==> src/rtl/spi_sram_frame_if.sv <==
// -----------------------------------------------------------------------------
// spi_sram_frame_if
// Bundles the bit-counter / mosi / miso side and the SRAM side of the
// spi_sram_frame engine into one interface.
//   slave  : the frame engine (receives bit_idx, mosi, sram_rdata;
//            drives miso, SRAM address/data/strobes and status flags)
//   master : whatever sits around the engine (bit counter, SRAM, bench)
// -----------------------------------------------------------------------------
interface spi_sram_frame_if #(
    parameter int AW = 8,
    parameter int DW = 8
);
    logic [4:0]    bit_idx;
    logic          mosi;
    logic          miso;
    logic [AW-1:0] sram_addr;
    logic [DW-1:0] sram_wdata;
    logic [DW-1:0] sram_rdata;
    logic          sram_we;
    logic          sram_re;
    logic          busy;
    logic          frame_err;

    modport slave (
        input  bit_idx, mosi, sram_rdata,
        output miso, sram_addr, sram_wdata, sram_we, sram_re, busy, frame_err
    );

    modport master (
        output bit_idx, mosi, sram_rdata,
        input  miso, sram_addr, sram_wdata, sram_we, sram_re, busy, frame_err
    );
endinterface

==> src/rtl/spi_sram_frame.sv <==
// -----------------------------------------------------------------------------
// spi_sram_frame
// SPI-slave frame engine sitting between the 5-bit sck bit counter and the
// SRAM array. Decodes a 32-bit MSB-first frame
//   idx 0-7 opcode | 8-15 address | 16-23 data | 24-31 trailer
// and issues single-cycle SRAM read/write strobes; read data goes out on miso.
// Everything runs on posedge i_sck.
//
// Ports
//   i_sck  : SPI clock
//   i_rst  : synchronous active-low reset
//   bus    : spi_sram_frame_if.slave (bit_idx, mosi, sram_rdata in;
//            miso, sram_addr, sram_wdata, sram_we, sram_re, busy, frame_err out)
//
// Build option
//   SPI_SRAM_STATUS_EN : when defined, the trailer carries a status byte
//                        {frame_err, wr_done, rd_done, frame_cnt[4:0]} on miso;
//                        otherwise miso stays 0 during the trailer.
//
// state  | meaning
// -------+-------------------------------------------------------------
// S_CMD  | shifting in the opcode (idx 0..7)
// S_ADDR | valid opcode seen, shifting in the address (idx 8..15)
// S_DATA | read: shifting SRAM data out; write: shifting data in
// S_DONE | trailer of a good frame (idx 24..31)
// S_ERR  | unknown opcode, waiting out the frame (idx 8..31)
// -----------------------------------------------------------------------------
module spi_sram_frame #(
    parameter int         AW    = 8,
    parameter int         DW    = 8,
    parameter logic [7:0] OP_RD = 8'h03,
    parameter logic [7:0] OP_WR = 8'h02
) (
    input  logic              i_sck,
    input  logic              i_rst,
    spi_sram_frame_if.slave   bus
);

    typedef enum logic [2:0] {
        S_CMD,
        S_ADDR,
        S_DATA,
        S_DONE,
        S_ERR
    } state_t;

    state_t        r_state;
    logic [6:0]    r_sh;      // serial-in history; with mosi it forms a full byte
    logic [6:0]    r_out;     // remaining bits still to go out on miso
    logic          r_is_rd;
    logic          r_miso;
    logic [AW-1:0] r_addr;
    logic [DW-1:0] r_wdata;
    logic          r_we;
    logic          r_re;
    logic          r_busy;
    logic          r_err;

    logic [7:0]    w_sh_next;
    logic          w_resync;

    assign w_sh_next = {r_sh, bus.mosi};
    assign w_resync  = (bus.bit_idx == 5'd0) && (r_state != S_CMD);

`ifdef SPI_SRAM_STATUS_EN
    logic [4:0] r_cnt;
    logic [7:0] w_status;
    // The status is loaded in the trailer of a frame that is about to
    // complete, so it already describes this frame: its type and the count
    // including it.
    assign w_status = {r_err, ~r_is_rd, r_is_rd, r_cnt + 5'd1};
`endif

    always_ff @(posedge i_sck) begin
        if (!i_rst) begin
            r_state <= S_CMD;
            r_sh    <= '0;
            r_out   <= '0;
            r_is_rd <= 1'b0;
            r_miso  <= 1'b0;
            r_addr  <= '0;
            r_wdata <= '0;
            r_we    <= 1'b0;
            r_re    <= 1'b0;
            r_busy  <= 1'b0;
            r_err   <= 1'b0;
`ifdef SPI_SRAM_STATUS_EN
            r_cnt   <= '0;
`endif
        end else begin
            r_sh   <= w_sh_next[6:0];
            r_we   <= 1'b0;
            r_re   <= 1'b0;
            r_miso <= 1'b0;

            if (w_resync) begin
                // The counter restarted mid-frame: drop the partial frame.
                // This edge's mosi is already in r_sh as opcode bit 7.
                r_state <= S_CMD;
                r_busy  <= 1'b0;
            end else begin
                case (r_state)
                    S_CMD: begin
                        if (bus.bit_idx == 5'd7) begin
                            r_busy <= 1'b1;
                            if (w_sh_next == OP_RD || w_sh_next == OP_WR) begin
                                r_state <= S_ADDR;
                                r_err   <= 1'b0;
                                r_is_rd <= (w_sh_next == OP_RD);
                            end else begin
                                r_state <= S_ERR;
                                r_err   <= 1'b1;
                            end
                        end
                    end

                    S_ADDR: begin
                        if (bus.bit_idx == 5'd15) begin
                            r_addr  <= w_sh_next[AW-1:0];
                            r_re    <= r_is_rd;
                            r_state <= S_DATA;
                        end
                    end

                    S_DATA: begin
                        if (r_is_rd) begin
                            // sram_rdata is valid on the edge after the read strobe.
                            if (bus.bit_idx == 5'd16) begin
                                r_miso <= bus.sram_rdata[7];
                                r_out  <= bus.sram_rdata[6:0];
                            end else if (bus.bit_idx >= 5'd17 && bus.bit_idx <= 5'd23) begin
                                r_miso <= r_out[6];
                                r_out  <= {r_out[5:0], 1'b0};
                            end
                        end else if (bus.bit_idx == 5'd23) begin
                            r_wdata <= w_sh_next[DW-1:0];
                            r_we    <= 1'b1;
                        end
                        if (bus.bit_idx == 5'd23) begin
                            r_state <= S_DONE;
                        end
                    end

                    S_DONE: begin
`ifdef SPI_SRAM_STATUS_EN
                        if (bus.bit_idx == 5'd24) begin
                            r_miso <= w_status[7];
                            r_out  <= w_status[6:0];
                        end else if (bus.bit_idx >= 5'd25) begin
                            r_miso <= r_out[6];
                            r_out  <= {r_out[5:0], 1'b0};
                        end
`endif
                        if (bus.bit_idx == 5'd31) begin
                            r_busy  <= 1'b0;
                            r_state <= S_CMD;
`ifdef SPI_SRAM_STATUS_EN
                            r_cnt   <= r_cnt + 5'd1;
`endif
                        end
                    end

                    S_ERR: begin
                        if (bus.bit_idx == 5'd31) begin
                            r_busy  <= 1'b0;
                            r_state <= S_CMD;
                        end
                    end

                    default: begin
                        r_state <= S_CMD;
                        r_busy  <= 1'b0;
                    end
                endcase
            end
        end
    end

    assign bus.miso       = r_miso;
    assign bus.sram_addr  = r_addr;
    assign bus.sram_wdata = r_wdata;
    assign bus.sram_we    = r_we;
    assign bus.sram_re    = r_re;
    assign bus.busy       = r_busy;
    assign bus.frame_err  = r_err;

endmodule

==> src/flat_wrapper.sv <==
// flat-port wrapper written by rule: the top's interface ports become plain ports
module spi_sram_frame_flat 
#(
    parameter int         AW    = 8,
    parameter int         DW    = 8,
    parameter logic [7:0] OP_RD = 8'h03,
    parameter logic [7:0] OP_WR = 8'h02
)
  (i_sck, i_rst, bus_bit_idx, bus_mosi, bus_sram_rdata, bus_miso, bus_sram_addr, bus_sram_wdata, bus_sram_we, bus_sram_re, bus_busy, bus_frame_err);
  spi_sram_frame_if #(.AW(AW), .DW(DW)) bus_i ();
  input  logic i_sck;
  input  logic i_rst;
  input wire logic [$bits(bus_i.bit_idx)-1:0] bus_bit_idx;
  input wire logic [$bits(bus_i.mosi)-1:0] bus_mosi;
  input wire logic [$bits(bus_i.sram_rdata)-1:0] bus_sram_rdata;
  output wire logic [$bits(bus_i.miso)-1:0] bus_miso;
  output wire logic [$bits(bus_i.sram_addr)-1:0] bus_sram_addr;
  output wire logic [$bits(bus_i.sram_wdata)-1:0] bus_sram_wdata;
  output wire logic [$bits(bus_i.sram_we)-1:0] bus_sram_we;
  output wire logic [$bits(bus_i.sram_re)-1:0] bus_sram_re;
  output wire logic [$bits(bus_i.busy)-1:0] bus_busy;
  output wire logic [$bits(bus_i.frame_err)-1:0] bus_frame_err;
  assign bus_i.bit_idx = bus_bit_idx;
  assign bus_i.mosi = bus_mosi;
  assign bus_i.sram_rdata = bus_sram_rdata;
  assign bus_miso = bus_i.miso;
  assign bus_sram_addr = bus_i.sram_addr;
  assign bus_sram_wdata = bus_i.sram_wdata;
  assign bus_sram_we = bus_i.sram_we;
  assign bus_sram_re = bus_i.sram_re;
  assign bus_busy = bus_i.busy;
  assign bus_frame_err = bus_i.frame_err;
  spi_sram_frame #(.AW(AW), .DW(DW), .OP_RD(OP_RD), .OP_WR(OP_WR)) u_core (.i_sck(i_sck), .i_rst(i_rst), .bus(bus_i));
endmodule
==> config.mk <==
export PLATFORM = sky130hd
export DESIGN_NAME = spi_sram_frame_flat
export DESIGN_NICKNAME = d
export VERILOG_FILES = /design/src/rtl/spi_sram_frame_if.sv /design/src/rtl/spi_sram_frame.sv /design/src/flat_wrapper.sv
export SDC_FILE = /design/constraint.sdc
export NUM_CORES = 1
export LEC_CHECK = 0
export ABC_AREA = 0
export BUFFER_PORTS_ARGS = -buffer_cell sky130_fd_sc_hd__buf_2
export CAP_MARGIN = 20
export CORE_MARGIN = 1.5
export CORE_UTILIZATION = 52
export CTS_BUF_LIST = sky130_fd_sc_hd__clkbuf_4 sky130_fd_sc_hd__clkbuf_8 sky130_fd_sc_hd__clkbuf_16
export DETAILED_ROUTE_END_ITERATION = 10
export PLACE_DENSITY = 0.83
export SLEW_MARGIN = 20
export SYNTH_ARGS = -nofsm -noshare
export SYNTH_HDL_FRONTEND = slang
export SYNTH_SLANG_ARGS = --single-unit
==> constraint.sdc <==
create_clock -name i_sck -period 2.2 [get_ports i_sck]
set_clock_uncertainty 0.1 [all_clocks]
set_input_delay 0.11 -clock i_sck [delete_from_list [all_inputs] [get_ports i_sck]]
set_output_delay 0.11 -clock i_sck [all_outputs]
set_load 0.005 [all_outputs]
==> results.txt <==
- Maximum number of pins on one net before global-route repair: 18
- For this run, the number of standard cells in the final layout without fillers is roughly 240.
- Clock power share: a little under a third
- Routed vias: between 1000 and 1500
- Data on the critical path is required at its endpoint by 2.34 ns.
- Dominant combinational cell family by area after synthesis: simple AND/OR/NAND/NOR gates
- Cell types with the largest area share after synthesis: sky130_fd_sc_hd__dfxtp_1 (50%), sky130_fd_sc_hd__mux2i_1 (15%), sky130_fd_sc_hd__nor2_1 (5.1%)
* Number of buffers added on ports: 36
- Switching part of the total: between 20% and 30%
- Total gr overflow: 0
- For this configuration, the core starts out at a cell density of 55.53%.
* Fin. Hold Viols: 0
- Setup total negative slack: 0 ns
- Antenna violations before repair: 0
- Global routing consumed, over all layers together, 22.86% of the routing resources.
- Peak clock frequency supported by timing: 0.5422 GHz
- Top cells by count, synth: sky130_fd_sc_hd__dfxtp_1 (39), sky130_fd_sc_hd__mux2i_1 (23), sky130_fd_sc_hd__nor2_1 (21), sky130_fd_sc_hd__a21oi_1 (11), sky130_fd_sc_hd__and2_1 (7)
- Synthesized instance count: 159
- The clock net in this run drives a total of 39 sinks.
- Counting every net in the synthesized netlist gives between 150 and 200.
- Summing the areas of all compound-gate instances in the mapped netlist gives about a tenth of the synthesized area.
* Power density over the cells: around 600 mW/mm²
- The top cell type by area accounts for approximately half of the synthesized area.
- Area of the die: 0.003333 mm²
* Utilization of the core after routing: between 60% and 70%
- At the end of routability-driven placement, the weighted congestion stood at 0.7976.
- Setup violations remaining at the end of the flow were counted as 0.
- The run finished, with violations left.
* Tcrit/Tclk final: a little over four fifths
* EDFF count, synth: 0
- Synthesis inferred 39 register bits.
* Clock network latency to the later pin of the worst-skew pair: 0.35 ns
* Clock tree from TritonCTS: built
- In this run the cell area of the synthesized design comes to 0.001558 mm².
- Max capacitance violation total: 0
- Number of synthesis warnings: 0
- Fraction of synthesized cell area in xor and xnor cells: 0%
- In the synthesized netlist the async set-or-reset flop fraction comes to 0%.
- In this run the static leakage power is about 0.85 nW.
* Leading area contributor after synthesis: sky130_fd_sc_hd__dfxtp_1
- Area after DPL: around 0.0018 mm²
* Maximum buffer depth of the clock tree: 2
- Setup repair after global routing left no endpoint under its margin.
* Pins over their slew limit: 0
- Across the VDD grid, the largest voltage drop is roughly 0.00047 V.
- Cell Int Power: between 0.8 and 0.9 mW
- For the worst setup path, the data arrival time is 1.99 ns.
- In this run the vertical extent of the chip is between 50 and 60 µm.
- Top fanout value on the critical path: 12
- After clock tree synthesis, the repair step resized 0 gates.
* Standard cell core area: 0.002805 mm²
* Fraction of the mapped netlist area in simple logic gates: about a fifth
- Min-Delay Path Class: in -> reg
* Post-synthesis cell type count: 35
- Row generation in the floorplan step produced 19 rows.
- For the pin with the worst max-slew slack, the measured transition is about 0.61 ns.
* Count of nets left with antenna violations after detail routing: 0
- Post-Route WL: 3.394 mm
* Iteration-0 DRC count of the detailed router: 86
- Final Cell Area: about 0.0019 mm²
- Clock buffers created by TritonCTS: 5
- Summed over all nets, the switching power comes to around 0.27 mW.
- Compared with the post-synthesis result, the final layout area differs by 22.65%.
- Layout cells sized above 1: 26.09%
- The worst setup path is launched from a flop.
* Clock root cell: sky130_fd_sc_hd__clkbuf_4
- Violated checks: DRC
- Post-synthesis adder-cell area fraction: 0%
- The clock tree synthesis step divided the H-tree into 2 levels.
- Per-instance average area after synthesis: between 9 and 10 µm²
- Num ports: 37
- Worst Path Class, Setup: reg -> reg
- Cell Count Post-Placement: 221
- In the routed design, unresolved DRC markers number 2.
* Count of nets after finishing: about 220
* Clock transition at path regs: between 0.1 and 0.15 ns
* CP Capture Type: flop
* Wire per inst: 14.26 µm
- Post-CTS setup buffer count: 0
- After synthesis, the share of cell area in mux cells is about 15%.
- Min cycle time layout: around 1.8 ns
- Number of detailed-routing iterations run before antenna repair: 7
- Total half-perimeter wirelength after legalization and detailed placement: 2.301 mm
- 0 antenna diodes ended up in the layout.
- Of the synthesized area, sequential elements account for 50.12%.
* Total power draw: about 1.1 mW
- Dominant cell by count in the synthesized netlist: sky130_fd_sc_hd__dfxtp_1
- Per report_power, the sequential group accounts for 62.1% of the total.
- Measured along the x axis, the die boundary spans ~58 µm.
- Wire length of the first global-routing pass: 5.768 mm
- Vias per cell: 5.660
- Headroom to the max-slew limit came out at 59.07%.
* Top flip-flop cell by instance count after synthesis: sky130_fd_sc_hd__dfxtp_1
- Per report_power, the combinational group accounts for under 10% of the total.
- The via count of the first global-routing pass is roughly 1200.
==> what timing repair did <==
action,CTS,global route
hold buffers,9,0
endpoints found under the hold margin,12,0
endpoints found under the setup margin,0,0
==> layout by cell type, fill, tap and decap left out, types with 2 or more instances in the layout <==
cell / instances
sky130_fd_sc_hd__nand2_1: 4
sky130_fd_sc_hd__nor2_1: 21
sky130_fd_sc_hd__buf_4: 2
sky130_fd_sc_hd__mux2i_1: 23
sky130_fd_sc_hd__clkbuf_4: 6
sky130_fd_sc_hd__dfxtp_1: 39
sky130_fd_sc_hd__o21ai_0: 6
sky130_fd_sc_hd__inv_1: 5
sky130_fd_sc_hd__a21oi_1: 11
sky130_fd_sc_hd__o21ai_1: 3
sky130_fd_sc_hd__and2_1: 7
sky130_fd_sc_hd__nor4_2: 2
sky130_fd_sc_hd__buf_2: 36
sky130_fd_sc_hd__nor3_1: 5
sky130_fd_sc_hd__nand3_1: 3
sky130_fd_sc_hd__a32oi_1: 2
sky130_fd_sc_hd__dlygate4sd3_1: 9
sky130_fd_sc_hd__nor4_1: 2
==> sequential cells by signal, summed over array words and instances (netlist names), 3 cells and up <==
signal,count
u_core.bus.sram_addr,8
u_core.bus.sram_wdata,8
u_core.r_out,7
u_core.r_sh,7
u_core.r_state,3
==> worst paths after layout <==
path | endpoint | slack [ns] | depth (start not counted) | startpoint
setup / recovery | u_core.bus.sram_wdata[5] | 0.36 | 4 | u_core.r_state[1]
hold / removal | u_core.r_out[0] | 0.02 | 3 | bus_bit_idx[4]
setup reg to reg | u_core.bus.sram_wdata[5] | 0.36 | 4 | u_core.r_state[1]
hold reg to reg | u_core.r_out[0] | 0.39 | 2 | u_core.r_out[0]
==> logic make-up (layout without fill, tap and decap cells) <==
group                  after synthesis  count (layout)
multiplexers                        23              23
AND/OR/NAND/NOR                     57              57
flip-flops                          39              39
AO/OA/AOI/OAI                       27              27
buffers and inverters               13              61
==> worst max-delay path, stage by stage, from the launching register on <==
cell,delay (ns)
sky130_fd_sc_hd__dfxtp_1,0.55
sky130_fd_sc_hd__nand4bb_1,0.30
sky130_fd_sc_hd__nor3_4,0.49
sky130_fd_sc_hd__mux2i_1,0.25
sky130_fd_sc_hd__nor2_1,0.05
==> area by class of cell <==
cell class / count / area, µm²
fillers: 214 / 894.6
flip-flops and latches: 39 / 780.7
multi-input cells: 107 / 725.7
repair buffers: 47 / 285.3
clock buffers: 6 / 45.04
well taps: 31 / 38.79
inverters: 6 / 22.52
clock inverters: 2 / 12.51
==> power groups by stage <==
stage / Clock [mW] / Combinational, mW / Sequential, mW
2_1_floorplan: 0 / 0.0302 / 0.729
3_3_place_gp: 0 / 0.0547 / 0.730
3_5_place_dp: 0 / 0.0566 / 0.730
4_1_cts: 0.369 / 0.0691 / 0.714
5_1_grt: 0.407 / 0.0778 / 0.715
6_report: 0.364 / 0.0708 / 0.714
==> layer usage <==
layer | vias to the layer above | part of all wire (%) | track usage [%] | wire [µm]
met4 | 0 | 3.2 | 11.96 | 110
met5 | - | 0 | 0 | 0
met2 | 33 | 48 | 34.42 | 1622
met3 | 12 | 3.8 | 6.696 | 130
li1 | 663 | - | - | -
met1 | 639 | 45 | 29.77 | 1531
==> stage by stage <==
step                hold slack, ns  setup slack [ns]
floorplan                   0.1317            0.4996
global placement            0.2751            0.4346
detailed placement          0.2776            0.3728
CTS                        0.01823            0.3527
global route               0.01782            0.1835
finish                     0.02406            0.3556
No activity file was read; power rests on OpenSTA's default activity.
